==> config.mk <==
export PLATFORM = sky130hd
export DESIGN_NAME = game_flow_controller
export DESIGN_NICKNAME = d
export VERILOG_FILES = /design/src/rtl/game_flow_controller.sv
export SDC_FILE = /design/constraint.sdc
export NUM_CORES = 1
export LEC_CHECK = 0
export CORE_ASPECT_RATIO = 0.6
export CORE_MARGIN = 8
export CORE_UTILIZATION = 23
export CTS_CLUSTER_SIZE = 10
export DETAILED_ROUTE_END_ITERATION = 10
export PLACE_DENSITY = 0.5
export SYNTH_ARGS = -nofsm -noshare
export SYNTH_HDL_FRONTEND = slang
export SYNTH_SLANG_ARGS = --single-unit
==> constraint.sdc <==
create_clock -name i_Clk -period 3.3 [get_ports i_Clk]
set_input_delay 0.66 -clock i_Clk [delete_from_list [all_inputs] [get_ports i_Clk]]
set_output_delay 0.66 -clock i_Clk [all_outputs]
set_load 0.01 [all_outputs]
==> src/rtl/game_flow_controller.sv <==
// game_flow_controller: Frogger game-flow FSM (idle/run/die/over/win),
// lives, level, respawn pulse and LFSR-fed lane direction mask.
//
// Ports:
//   i_Clk, i_Rst_L        clock, synchronous active-low reset
//   i_Start               debounced start level (rising edge used)
//   i_Has_Collided        frog/car collision level
//   i_Level_Up            far-bank reached, 1-cycle pulse
//   i_LFSR_Data           random lane bits for the reverse mask
//   o_State               IDLE=0 RUNNING=1 DYING=2 GAME_OVER=3 WIN=4
//   o_Game_Active         state is RUNNING
//   o_Respawn             1-cycle pulse, frog back to start
//   o_Lives               thermometer of remaining lives
//   o_Level               current level
//   o_Lane_Reverse        per-lane direction mask
//   o_Game_Over, o_Win    state decodes
module game_flow_controller #(
    parameter int NUM_LIVES     = 4,
    parameter int NUM_LANES     = 4,
    parameter int RESPAWN_DELAY = 25_000_000,
    parameter int MAX_LEVEL     = 9,
    parameter int LEVEL_W       = 4
) (
    input  logic                 i_Clk,
    input  logic                 i_Rst_L,
    input  logic                 i_Start,
    input  logic                 i_Has_Collided,
    input  logic                 i_Level_Up,
    input  logic [NUM_LANES-1:0] i_LFSR_Data,
    output logic [2:0]           o_State,
    output logic                 o_Game_Active,
    output logic                 o_Respawn,
    output logic [NUM_LIVES-1:0] o_Lives,
    output logic [LEVEL_W-1:0]   o_Level,
    output logic [NUM_LANES-1:0] o_Lane_Reverse,
    output logic                 o_Game_Over,
    output logic                 o_Win
);

    localparam int CNT_W = $clog2(RESPAWN_DELAY) + 1;

    localparam logic [2:0] ST_IDLE      = 3'd0;
    localparam logic [2:0] ST_RUNNING   = 3'd1;
    localparam logic [2:0] ST_DYING     = 3'd2;
    localparam logic [2:0] ST_GAME_OVER = 3'd3;
    localparam logic [2:0] ST_WIN       = 3'd4;

    localparam logic [CNT_W-1:0] DELAY_LOAD =
        CNT_W'(RESPAWN_DELAY - 1);
    localparam logic [LEVEL_W-1:0] LEVEL_MAX =
        LEVEL_W'(MAX_LEVEL);

    logic [2:0]           r_State;
    logic                 r_Start_Prev;
    logic                 r_Respawn;
    logic [NUM_LIVES-1:0] r_Lives;
    logic [LEVEL_W-1:0]   r_Level;
    logic [NUM_LANES-1:0] r_Lane;
    logic [CNT_W-1:0]     r_Count;

    logic                 start_rise;
    logic                 level_accept;
    logic                 lane_load;
    logic [NUM_LIVES-1:0] lives_shift;
    logic [LEVEL_W-1:0]   level_inc;

    assign start_rise   = i_Start & ~r_Start_Prev;
    // collision wins over level-up in the same cycle
    assign level_accept = (r_State == ST_RUNNING) &
                          i_Level_Up & ~i_Has_Collided;
    assign lane_load    = (r_Lane == '0) | level_accept;
    assign lives_shift  = r_Lives >> 1;
    assign level_inc    = r_Level + 1'b1;

    always_ff @(posedge i_Clk) begin
        if (!i_Rst_L) begin
            r_State      <= ST_IDLE;
            r_Start_Prev <= 1'b1;
            r_Respawn    <= 1'b0;
            r_Lives      <= '1;
            r_Level      <= '0;
            r_Lane       <= '0;
            r_Count      <= '0;
        end else begin
            r_Start_Prev <= i_Start;
            r_Respawn    <= 1'b0;
            if (lane_load)
                r_Lane <= i_LFSR_Data;

            case (r_State)
                ST_IDLE: begin
                    if (start_rise)
                        r_State <= ST_RUNNING;
                end
                ST_RUNNING: begin
                    if (i_Has_Collided) begin
                        r_Lives <= lives_shift;
                        if (lives_shift == '0) begin
                            r_State <= ST_GAME_OVER;
                        end else begin
                            r_State <= ST_DYING;
                            r_Count <= DELAY_LOAD;
                        end
                    end else if (i_Level_Up) begin
                        r_Level <= level_inc;
                        if (level_inc == LEVEL_MAX)
                            r_State <= ST_WIN;
                        else
                            r_Respawn <= 1'b1;
                    end
                end
                ST_DYING: begin
                    if (r_Count == '0) begin
                        r_State   <= ST_IDLE;
                        r_Respawn <= 1'b1;
                    end else begin
                        r_Count <= r_Count - 1'b1;
                    end
                end
                ST_GAME_OVER, ST_WIN: begin
                    if (start_rise) begin
                        r_State   <= ST_IDLE;
                        r_Lives   <= '1;
                        r_Level   <= '0;
                        r_Respawn <= 1'b1;
                    end
                end
                default: r_State <= ST_IDLE;
            endcase
        end
    end

    assign o_State        = r_State;
    assign o_Game_Active  = (r_State == ST_RUNNING);
    assign o_Game_Over    = (r_State == ST_GAME_OVER);
    assign o_Win          = (r_State == ST_WIN);
    assign o_Respawn      = r_Respawn;
    assign o_Lives        = r_Lives;
    assign o_Level        = r_Level;
    assign o_Lane_Reverse = r_Lane;

endmodule
# Word-level counts from Yosys, hierarchy flattened
# Index checks and enable logic that the tools add are counted.
# totals
reg_bits	43
output_inout_bits	19
wordCells	66
# classes
n_addsub	2
n_eq_ne	15
n_mux	25
bitwise_logic	6
n_reduce_logical	11
# op_table
operator	count
2-to-1 mux 26 bit	3
one-hot mux 26 bit (2 select lines)	1
zero test 26 bit	1
subtractor 26 x 1 -> 26 bit (second input constant)	1
2-to-1 mux 4 bit	5
2-to-1 mux 3 bit	6
!= test 2 bit (second input constant)	8
one-hot mux 4 bit (2 select lines)	2
one-hot mux 3 bit (4 select lines)	1
zero test 4 bit	2
AND reduction 4 bit	2
== test 3 x 2 -> 1 bit (second input constant)	2
2-to-1 mux 1 bit	6
AND reduction 5 bit	1
adder 4 x 1 -> 4 bit (second input constant)	1
== test 4 bit (second input constant)	1
nonzero test 2 bit	2
bitwise AND 1 bit	3
== test 3 x 1 -> 1 bit (second input constant)	1
== test 3 bit (second input constant)	1
zero test 3 bit	1
!= test 3 x 2 -> 1 bit (second input constant)	1
!= test 3 bit (second input constant)	1
one-hot mux 1 bit (3 select lines)	1
4 further kinds	5

# Logic depth before layout (Yosys ltp)
# logic_depth
depth_word	6
ltp_mapped	8

# Worst setup path before layout
# No wires, ideal clock.
# synth_path
kind	reg2reg
start	register r_Count[14]
end	register r_Count[24]
setup_ps	120
arrival_ps	2331
setup_slack_ps	849
path_stages_with_launch	7
synth_period_minus_slack_ps	2451
path_cell_list	dfxtp_1 > or4_4 > or4_4 > buf_2 > or4_4 > o21a_1 > o31a_1
# synth_between
elab_chain_len	3
word_cells_on_any_way	6
# synth_lines
item	line	rtl
from (decl)	59	logic [CNT_W-1:0] r_Count;
from (signal assigned)	117	r_Count <= r_Count - 1'b1;
subtractor 26 x 1 -> 26 bit / zero test 26 bit (equally long branches)	117, 113	
2-to-1 mux 26 bit / != test 2 bit (equally long branches)	-	
one-hot mux 26 bit (2 select lines) / AND reduction 4 bit (equally long branches)	-	
# Parallel ways exist; a longest one is shown, timed or not. The select of a mux whose other input is x is not followed.
# A chain may end at the register's enable or synchronous reset.

# Final worst setup path
# layout_path
start	register r_Count[14]
end	register r_Count[4]
# layout_between
elab_chain_len	3
# layout_lines
item	line	rtl
zero test 26 bit	113	if (r_Count == '0) begin
!= test 2 bit (no line)	-	
AND reduction 4 bit (no line)	-	
# Every way passes these cells.

==> run_results.csv <==
group,metric,value,unit
clock_network,cts_buffers,5,
cells_and_area,antenna_cells,0,
logic_synthesis,ys_async_sr_fraction,0,
route,drc_errors,0,
critical_path,end_kind,"register",
timing,period_share,0.8334,
critical_path,crit_arrival,2.93,ns
clock_network,ctsLongestPathBuffers,2,
placed_design,place_ws,0.5680,ns
logic_synthesis,ys_types,48,
floorplanning,dieArea,13290,um^2
power_and_ir_drop,comb_power_share,0.182,
global_route,grt_overflow,0,
route,dr.pass1.iters,4,
placed_design,routabilityCongestion,0.7489,
logic_synthesis,yosysSeqAreaShare,0.3831,
timing,slew_headroom,0.4498,
critical_path,r2r_cells,6,
logic_synthesis,syn_nets,280,
logic_synthesis,synth.area.top_cells,"dfxtp_1 38%, a21oi_1 4.9%, o31a_1 4.7%",
floorplanning,start_util,0.2324,
min_path,min_to,"o_Lives[0]",
status,outcome,"finished clean",
global_route,grt_antenna_before_repair,0,
global_route,grt_pass1_wl,9860,um
route,vias_per_cell,4.758,
floorplanning,core_region_area,9669,um^2
logic_synthesis,avgSynthCellArea,8.416,um^2
clock_network,cts_setup_buffers,0,
critical_path,crit_slowest_cell,"o31ai_1",
power_and_ir_drop,p_sw_frac,0.2613,
route,initialDrtViolationCount,157,
power_and_ir_drop,power_density,511.1,nW/um^2
placed_design,io_buffers,27,
clock_network,clkSinkCount,43,
timing,setup_viol_count_final,0,
logic_synthesis,synth_compound_area_frac,0.2288,
logic_synthesis,yosys.area.top_type,"dfxtp_1",
clock_network,cts_root_buf,"clkbuf_16",
clock_network,cts_resized,0,
logic_synthesis,synth_top_family_by_area,"simple AND/OR/NAND/NOR gates",
power_and_ir_drop,p_switching,0.3860,mW
logic_synthesis,ys_seq_elements,43,
timing,hold_viol,0,
critical_path,timing.rr.start,"r_Count[14]",
global_route,track_usage,0.09354,
critical_path,max_stage_delay,0.73,ns
critical_path,critical_path.cell_chain,"or4_4 -> or4_4 -> o31ai_1 -> buf_4 -> xnor2_1 -> o21a_1",
min_path,hold_path_class,"reg -> reg",
power_and_ir_drop,p_int,1.091,mW
clock_network,cts_hold_buf,0,
floorplanning,die_h,92.57,um
logic_synthesis,netlist.area_leader.share,0.3831,
logic_synthesis,synthesis.area,2247,um^2
timing,fin_ws,0.5499,ns
cells_and_area,design_area,2890,um^2
clock_network,cts_tree,"done",
critical_path,r2r_setup_slack,0.55,ns
power_and_ir_drop,leakagePower,1.073,nW
timing,skew,0.004421,ns
power_and_ir_drop,clockPowerShare,0.434,
global_route,grt_max_degree,20,
clock_network,path_clk_slew,0.06,ns
floorplanning,die_w,143.6,um
clock_network,worstSkewPairLatency,0.28,ns
cells_and_area,syn2layout_area_growth,28.62,%
floorplanning,rows,28,
clock_network,htreeDepth,2,
logic_synthesis,syn_inst,267,
cells_and_area,final_common_cell,"dfxtp_1",
timing,setup_tns,0,ns
route,drt_wl_total,6080,um
logic_synthesis,yosysWarnings,0,
timing,min_period,2.750,ns
critical_path,cp-start-kind,"register",
min_path,whs_path_depth,2,
logic_synthesis,synth-xor-area-share,0.01559,
route,vias,2060,
power_and_ir_drop,vdd_drop_max,0.0002171,V
power_and_ir_drop,p_seq_frac,0.384,
route,routedWlPerCell,14.04,um
critical_path,cp_max_fo,13,
job,maxCapViolCount,0,
critical_path,critPathRequiredTime,3.48,ns
critical_path,reg2reg_to,"r_Count[4]",
logic_synthesis,ys.flop_type,"dfxtp_1",
logic_synthesis,synth_edf_count,0,
cells_and_area,nets,310,
placed_design,dp_hpwl,4634,um
placed_design,dpl-instance-area,2698,um^2
cells_and_area,final_layout_size_suffix_gt1_frac,0.09396,
timing,fmax,0.3636,GHz
min_path,min_from,"o_Lives[0]",
timing,slew_violations,0,
route,final_antenna_net_count,0,
logic_synthesis,synth-simple-area-share,0.3090,
cells_and_area,final_cell_mix,"43 x dfxtp_1, 27 x clkdlybuf4s50_1, 24 x nand2_1",
floorplanning,io_pins,28,
logic_synthesis,synth.area.mux_share,0.004454,
logic_synthesis,yosys.area_share.adder,0.02227,
critical_path,crit_type,"reg -> reg",
critical_path,crit_top_cell,"or4_4",
timing,tightest_slew,0.8183,ns
timing,grt_setup_unrepaired,"false",
global_route,first_global_vias,1835,
## cell usage after synthesis, drive strengths merged (2+ instances only)
cell,number
a211oi,3
a21oi,22
a311oi,3
a31oi,3
and2,3
and3,5
buf,3
clkbuf,9
dfxtp,43
ha,4
inv,8
nand2,24
nand2b,4
nand3,11
nor2,14
nor2b,4
nor3,9
nor3b,2
nor4,7
nor4b,4
o2111ai,2
o211ai,2
o21a,7
o21ai,8
o31a,12
o31ai,6
or2,4
or3,11
or4,12
xnor2,4
## worst max path at each step
| stage | start | to | slack, ns |
|---|---|---|---|
| floorplan | r_Count[14] | r_Count[24] | 0.85 |
| global placement | r_Count[14] | r_Count[4] | 0.62 |
| detailed placement | r_Count[14] | r_Count[4] | 0.57 |
| CTS | r_Count[14] | r_Count[4] | 0.55 |
| global route | r_Count[14] | r_Count[4] | 0.37 |
| finish | r_Count[14] | r_Count[4] | 0.55 |
## critical path: cells and delay by family (launching register included)
kind | cells | cell delay (ns)
AND/OR/NAND/NOR | 2 | 1.08
buffers and inverters | 1 | 0.27
AO/OA/AOI/OAI | 2 | 0.89
flip-flops | 1 | 0.32
XOR/XNOR | 1 | 0.07
## state kept, by name, summed over array words and instances (netlist names)
| register | cells |
|---|---|
| o_Level | 4 |
| r_Count | 26 |
| o_Lane_Reverse | 4 |
| o_Lives | 4 |
| o_Respawn | 1 |
| o_State | 3 |
| r_Start_Prev | 1 |
## logic make-up (layout without fill, tap and decap cells)
family	after synthesis	in the layout
adder cells (fa/ha/maj)	4	4
AND/OR/NAND/NOR	119	119
flip-flops	43	43
AO/OA/AOI/OAI	75	75
XOR/XNOR	4	4
buffers and inverters	21	52
multiplexers	1	1
## per-stage QoR
step / hold slack (ns) / utilization / power [mW] / std cells
2_1_floorplan: 0.4419 / - / 0.7550 / 267
3_3_place_gp: 0.4648 / 0.2790 / 0.8423 / 425
3_5_place_dp: 0.4700 / 0.2790 / 0.8450 / 425
4_1_cts: 0.4791 / 0.2989 / 1.485 / 433
5_1_grt: 0.5034 / 0.2989 / 1.552 / 433
6_report: 0.4742 / 0.2989 / 1.477 / 433
## layer usage
layer  vias to the layer above  track usage  routed length [um]
li1                       1072            -                   -
met1                       949       0.1460                3551
met2                        37       0.1177                2254
met3                         2      0.02517                 219
met4                         0      0.02698                  55
met5                         -            0                   0
## final cells by class
cell class | instances | area, um^2
Multi-Input combinational cell | 203 | 1304
Fill cell | 1021 | 6779
Tap cell | 135 | 168.9
Inverter | 9 | 33.78
Clock inverter | 3 | 67.56
Clock buffer | 5 | 125.1
Sequential cell | 43 | 860.8
Timing Repair Buffer | 35 | 330.3
## power groups by stage
stage	Combinational (mW)	Sequential, mW	Clock (mW)
floorplan	0.176	0.579	0
global placement	0.264	0.578	0
detailed placement	0.267	0.578	0
CTS	0.268	0.567	0.650
global route	0.294	0.571	0.687
finish	0.269	0.567	0.641
Note: power is estimated with default switching activity, not from simulation.
